==> src/rtl/safe_pkg.sv <==
// Shared constants for the safe lock controller: keypad codes, FSM state encoding
// and key classification helper.
package safe_pkg;

    localparam logic [3:0] KEY_HASH = 4'd10;
    localparam logic [3:0] KEY_STAR = 4'd11;
    localparam logic [3:0] KEY_NONE = 4'd13;

    localparam logic [2:0] ST_LOCKED   = 3'd0;
    localparam logic [2:0] ST_UNLOCKED = 3'd1;
    localparam logic [2:0] ST_PROGRAM  = 3'd2;
    localparam logic [2:0] ST_LOCKOUT  = 3'd3;

    function automatic logic is_digit(input logic [3:0] key);
        return (key <= 4'd9);
    endfunction

endpackage

==> src/rtl/safe_timer.sv <==
// Loadable down-counter; expire is high during the cycle the count reads 1.
module safe_timer #(
    parameter int WIDTH = 8
) (
    input  logic             clk,
    input  logic             rst,
    input  logic             load,
    input  logic [WIDTH-1:0] load_value,
    output logic             expire
);

    logic [WIDTH-1:0] count_r;

    // count register: load has priority, otherwise decrement until zero
    always_ff @(posedge clk or negedge rst) begin
        if (!rst) begin
            count_r <= '0;
        end else if (load) begin
            count_r <= load_value;
        end else if (count_r != '0) begin
            count_r <= count_r - WIDTH'(1);
        end else begin
            count_r <= count_r;
        end
    end

    assign expire = (count_r == WIDTH'(1));

endmodule

==> src/rtl/safe_lock_controller.sv <==
// Keypad safe lock: code entry, unlock hold, code programming and lockout after
// repeated bad entries. All outputs are registered from the next-state logic.
module safe_lock_controller
    import safe_pkg::*;
#(
    parameter int                    CODE_LEN       = 4,
    parameter int                    MAX_FAIL       = 3,
    parameter int                    UNLOCK_CYCLES  = 50_000_000,
    parameter int                    LOCKOUT_CYCLES = 500_000_000,
    parameter logic [4*CODE_LEN-1:0] DEFAULT_CODE   = 16'h1234
) (
    input  logic       clk,
    input  logic       rst,
    input  logic [3:0] key_code,
    output logic       unlocked,
    output logic       lockout,
    output logic       err_pulse,
    output logic       prog_ok_pulse,
    output logic [2:0] digit_cnt,
    output logic [2:0] state
);

    localparam int CW   = 4 * CODE_LEN;
    localparam int TMAX = (UNLOCK_CYCLES > LOCKOUT_CYCLES) ? UNLOCK_CYCLES : LOCKOUT_CYCLES;
    localparam int TW   = $clog2(TMAX + 1);
    localparam int FW   = $clog2(MAX_FAIL + 1);

    localparam logic [2:0]    LEN_C      = 3'(CODE_LEN);
    localparam logic [FW-1:0] FAIL_MAX_C = FW'(MAX_FAIL);
    localparam logic [TW-1:0] UNLOCK_C   = TW'(UNLOCK_CYCLES);
    localparam logic [TW-1:0] LOCKOUT_C  = TW'(LOCKOUT_CYCLES);

    logic [2:0]    state_r, state_s;
    logic [CW-1:0] entry_r, entry_s;
    logic [2:0]    cnt_r, cnt_s;
    logic [FW-1:0] fail_r, fail_s, fail_inc_s;
    logic [CW-1:0] code_r, code_s;
    logic          unlocked_r, lockout_r, err_r, prog_r;
    logic          err_s, prog_s, load_s, expire_s;
    logic [TW-1:0] load_value_s;
    logic          digit_s, hash_s, star_s, room_s, full_s;

    safe_timer #(.WIDTH(TW)) u_timer (
        .clk        (clk),
        .rst        (rst),
        .load       (load_s),
        .load_value (load_value_s),
        .expire     (expire_s)
    );

    // key classification; codes 12..15 match none of these and fall through
    always_comb begin
        digit_s    = is_digit(key_code);
        hash_s     = (key_code == KEY_HASH);
        star_s     = (key_code == KEY_STAR);
        room_s     = (cnt_r < LEN_C);
        full_s     = (cnt_r == LEN_C);
        fail_inc_s = (fail_r < FAIL_MAX_C) ? (fail_r + FW'(1)) : FAIL_MAX_C;
    end

    // next-state logic; timer expiry is tested first so it wins over a key
    always_comb begin
        state_s      = state_r;
        entry_s      = entry_r;
        cnt_s        = cnt_r;
        fail_s       = fail_r;
        code_s       = code_r;
        err_s        = 1'b0;
        prog_s       = 1'b0;
        load_s       = 1'b0;
        load_value_s = '0;
        case (state_r)
            ST_LOCKED: begin
                if (digit_s && room_s) begin
                    entry_s = {entry_r[CW-5:0], key_code};
                    cnt_s   = cnt_r + 3'd1;
                end else if (star_s) begin
                    entry_s = '0;
                    cnt_s   = 3'd0;
                end else if (hash_s) begin
                    entry_s = '0;
                    cnt_s   = 3'd0;
                    if (full_s && (entry_r == code_r)) begin
                        state_s      = ST_UNLOCKED;
                        fail_s       = '0;
                        load_s       = 1'b1;
                        load_value_s = UNLOCK_C;
                    end else begin
                        err_s  = 1'b1;
                        fail_s = fail_inc_s;
                        if (fail_inc_s == FAIL_MAX_C) begin
                            state_s      = ST_LOCKOUT;
                            load_s       = 1'b1;
                            load_value_s = LOCKOUT_C;
                        end else begin
                            state_s = ST_LOCKED;
                        end
                    end
                end else begin
                    state_s = ST_LOCKED;
                end
            end
            ST_UNLOCKED: begin
                // returning to LOCKED always parks the timer at zero
                if (expire_s || hash_s) begin
                    state_s = ST_LOCKED;
                    entry_s = '0;
                    cnt_s   = 3'd0;
                    load_s  = 1'b1;
                end else if (star_s) begin
                    state_s = ST_PROGRAM;
                    entry_s = '0;
                    cnt_s   = 3'd0;
                end else begin
                    state_s = ST_UNLOCKED;
                end
            end
            ST_PROGRAM: begin
                if (expire_s) begin
                    state_s = ST_LOCKED;
                    entry_s = '0;
                    cnt_s   = 3'd0;
                    load_s  = 1'b1;
                end else if (digit_s && room_s) begin
                    entry_s = {entry_r[CW-5:0], key_code};
                    cnt_s   = cnt_r + 3'd1;
                end else if (star_s || hash_s) begin
                    state_s = ST_UNLOCKED;
                    entry_s = '0;
                    cnt_s   = 3'd0;
                    if (hash_s && full_s) begin
                        code_s       = entry_r;
                        prog_s       = 1'b1;
                        load_s       = 1'b1;
                        load_value_s = UNLOCK_C;
                    end else begin
                        err_s = hash_s;
                    end
                end else begin
                    state_s = ST_PROGRAM;
                end
            end
            ST_LOCKOUT: begin
                if (expire_s) begin
                    state_s = ST_LOCKED;
                    fail_s  = '0;
                end else begin
                    state_s = ST_LOCKOUT;
                end
            end
            default: begin
                state_s = ST_LOCKED;
                entry_s = '0;
                cnt_s   = 3'd0;
                load_s  = 1'b1;
            end
        endcase
    end

    // state, datapath and registered outputs
    always_ff @(posedge clk or negedge rst) begin
        if (!rst) begin
            state_r    <= ST_LOCKED;
            entry_r    <= '0;
            cnt_r      <= 3'd0;
            fail_r     <= '0;
            code_r     <= DEFAULT_CODE;
            unlocked_r <= 1'b0;
            lockout_r  <= 1'b0;
            err_r      <= 1'b0;
            prog_r     <= 1'b0;
        end else begin
            state_r    <= state_s;
            entry_r    <= entry_s;
            cnt_r      <= cnt_s;
            fail_r     <= fail_s;
            code_r     <= code_s;
            unlocked_r <= (state_s == ST_UNLOCKED) || (state_s == ST_PROGRAM);
            lockout_r  <= (state_s == ST_LOCKOUT);
            err_r      <= err_s;
            prog_r     <= prog_s;
        end
    end

    assign unlocked      = unlocked_r;
    assign lockout       = lockout_r;
    assign err_pulse     = err_r;
    assign prog_ok_pulse = prog_r;
    assign digit_cnt     = cnt_r;
    assign state         = state_r;

endmodule

==> config.mk <==
export PLATFORM = sky130hd
export DESIGN_NAME = safe_lock_controller
export DESIGN_NICKNAME = d
export VERILOG_FILES = /design/src/rtl/safe_pkg.sv /design/src/rtl/safe_timer.sv /design/src/rtl/safe_lock_controller.sv
export SDC_FILE = /design/constraint.sdc
export NUM_CORES = 1
export LEC_CHECK = 0
export CELL_PAD_IN_SITES_DETAIL_PLACEMENT = 0
export CELL_PAD_IN_SITES_GLOBAL_PLACEMENT = 1
export CORE_MARGIN = 5
export CORE_UTILIZATION = 35
export CTS_BUF_LIST = sky130_fd_sc_hd__clkbuf_16
export DETAILED_ROUTE_END_ITERATION = 12
export GPL_TIMING_DRIVEN = 0
export MAX_ROUTING_LAYER = met4
export PLACE_DENSITY_LB_ADDON = 0.15
export REMOVE_ABC_BUFFERS = 1
export SYNTH_ARGS = -nofsm -noshare
export SYNTH_HDL_FRONTEND = slang
export SYNTH_HIERARCHICAL = 1
export SYNTH_SLANG_ARGS = --single-unit
==> constraint.sdc <==
create_clock -name clk -period 7.77 [get_ports clk]
set_clock_uncertainty 0.05 [all_clocks]
set_input_delay 1.9425 -clock clk [delete_from_list [all_inputs] [get_ports clk]]
set_output_delay 1.9425 -clock clk [all_outputs]
set_load 0.05 [all_outputs]
==> flow_metrics.tcl <==
set metrics [dict create \
    status "completed" \
    syn_to_final_growth_pct 14.21 \
    port_buffers 15 \
    clkLatencyLatePin_ns 0.34 \
    io_pins 16 \
    crit_end "u_timer/count_r[10]" \
    n_fill_cell 1068 \
    synth_top_area_cell "dfrtp_1" \
    total_power_uw 979.9 \
    htreeDepth 3 \
    worst_r2r_startpoint "u_timer/count_r[5]" \
    rrSetupSlack_ns 2.96 \
    synth_top_family_by_area "simple AND/OR/NAND/NOR gates" \
    crit_type "input pin to flop" \
    initial_core_util_pct 35.30 \
    hold_depth 1 \
    setup_viol 0 \
    cts_hold_buf 0 \
    cellPowerDensity_nw_per_um2 215.6 \
    max_freq_ghz 0.1806 \
    p_clk_share_pct 45.7 \
    wire_per_inst_um 15.96 \
    clock_sinks 73 \
    synth-simple-area-share_pct 17.67 \
    drt-initial-drc-count 111 \
    synth-compound-area-share_pct 15.57 \
    cts_setup_buffers 0 \
    yosys-top-cells-area "dfrtp_1 (43%), xnor2_1 (4.6%), a22o_1 (4.0%)" \
    num_vias 2749 \
    synth-edff-count 0 \
    core_um2 11270 \
    m1WireLength_um 4335 \
    stdcell_count 534 \
    cp-end-kind "flop" \
    drt_wl_total_um 8525 \
    max_slew_margin_pct 12.55 \
    finalInstanceArea_um2 4544 \
    leakage_uw 0.002013 \
    required_ns 7.94 \
    cts_buffers 9 \
    dr.pass1.iters 4 \
    yosys_warnings 6 \
    grt_max_degree 48 \
    clk_pin_slew_ns 0.06 \
    final_cell_mix "dfrtp_1 (68), nor2_1 (24), a21oi_1 (22)" \
    met3_length_um 244 \
    synth_adder_area_share_pct 1.572 \
    grt_antenna_before_repair 0 \
    grt_setup_unrepaired "false" \
    track_usage_pct 14.34 \
    ant_nets 0 \
    grt_pass1_vias 2725 \
    synth-xor-area-share_pct 7.704 \
    async_flop_share_pct 100.0 \
    r2r_end "u_timer/count_r[26]" \
    rows 39 \
    muxShareOfSynthArea_pct 6.478 \
    cp-start-kind "input pin" \
    combPwrFrac_pct 10.7 \
    vias_per_cell 5.148 \
    dp_cells 517 \
    dp_hpwl_um 5423 \
    hp-class "flop to flop" \
    dieHeight_um 116.6 \
    cap_violations 0 \
    finalCoreUtilization_pct 40.32 \
    cts_tree "built" \
    startpoint "key_code[2]" \
    drv_slew 0 \
    die-area_um2 13600 \
    intPower_uw 722.1 \
    peakVddDrop_v 0.0001390 \
    netSwitchingPower_uw 257.8 \
    cp_max_fo 47 \
    synth_top_area_share_pct 42.77 \
    nets 397 \
    syn_inst 367 \
    synth_seq_cells 73 \
    clockRootBuffer "clkbuf_16" \
    reg2regPathDepth 11 \
    tns_ns 0 \
    top_layer_used "met4" \
    arrival_ns 5.71 \
    grt.overflow.total 0 \
    period_share_pct 71.26 \
    post_cts_resized 0 \
    min_period_ns 5.537 \
    grt_pass1_wl_um 14550 \
    place_area_um2 4215 \
    layout_commonest_cell "dfrtp_1" \
    synthesis.area_um2 3979 \
    num_antenna_cells 0 \
    die_x_um 116.6 \
    gp_congestion 0.7280 \
    synth_top_flop_cell "dfrtp_1" \
    switching_share_pct 26.31 \
    hold_violations 0 \
    power.share.sequential_pct 43.6 \
    wl_met2_um 3822 \
    ys_types 66 \
    max_slew.worst_pin.slew_ns 1.309 \
    yosysSeqAreaShare_pct 46.07 \
    drc 0 \
    clockBufferDepth 2 \
    drive_gt1_share_pct 17.90 \
    synth.avg_cell_area_um2 10.84 \
]
-- routing by layer --
| layer | vias to the layer above | global-route usage (%) |
|---|---|---|
| met1 | 1335 | 19.58 |
| met5 | - | - |
| li1 | 1372 | - |
| met4 | 0 | 5.275 |
| met2 | 31 | 20.63 |
| met3 | 11 | 3.575 |
-- synthesized netlist by cell type, types with 5 or more instances --
cell type  instances
dfrtp_1           68
nor2_1            24
a21oi_1           22
xnor2_1           21
o21ai_0           20
a22o_1            18
nand2_1           18
xor2_1            14
inv_1             12
nor3_1            11
mux2_2            10
o21ai_1            9
nand4_1            8
mux2_4             7
nand3_1            7
nor4_1             6
dfstp_2            5
ha_1               5
nor3_2             5
-- state kept, by name, indices dropped and copies added, names as in the netlist --
name,count
u_timer/count_r,29
code_r,16
entry_r,16
digit_cnt,3
state,3
fail_r,2
err_pulse,1
lockout,1
prog_ok_pulse,1
unlocked,1
-- final cells by class --
cell class                      count  area [um^2]  area share, %
Sequential cell                    73         1833          40.34
Tap cell                          143        178.9          3.937
Timing Repair Buffer               17        175.2          3.855
Multi-Input combinational cell    273         1991          43.81
Inverter                           12        45.04         0.9912
Clock buffer                        9        225.2          4.956
Clock inverter                      7        96.34          2.120
-- power groups by stage --
stage | logic [uW] | clock network (uW) | registers [uW]
floorplan | 64.7 | 0 | 435
global placement | 104 | 0 | 433
detailed placement | 106 | 0 | 433
CTS | 107 | 463 | 427
global route | 119 | 484 | 430
finish | 105 | 448 | 427
-- through the flow --
step	setup WS (ns)	hold WS [ns]
after floorplan	2.454	0.4460
after global placement	-0.1473	0.4572
after detailed placement	1.365	0.4636
after CTS	1.693	0.4783
after global routing	1.942	0.4995
final	2.233	0.4768
-- critical path, stage by stage --
cell             delay, ns
clkdlybuf4s50_1       0.49
nand3b_4              0.18
nor2_4                0.05
a21o_2                0.18
a21oi_1               0.17
o21ai_2               0.28
inv_2                 0.67
and3_1                0.29
nand4b_1              0.81
o21a_1                0.37
o221a_1               0.22
-- worst min-delay path by stage --
stage                          start         end  slack [ns]
final                     code_r[15]  code_r[15]        0.48
after global routing       code_r[6]   code_r[6]        0.50
after CTS                 code_r[15]  code_r[15]        0.48
after detailed placement  code_r[15]  code_r[15]        0.46
after global placement     code_r[7]   code_r[7]        0.46
after floorplan            fail_r[0]   fail_r[0]        0.45
-- logic make-up after synthesis --
logic type,Yosys count
other,1
multiplexers,21
AND/OR/NAND/NOR,110
adder cells (fa/ha/maj),5
AO/OA/AOI/OAI,92
XOR/XNOR,35
flip-flops,73
buffers and inverters,30
Note: power is estimated with default switching activity, not from simulation.
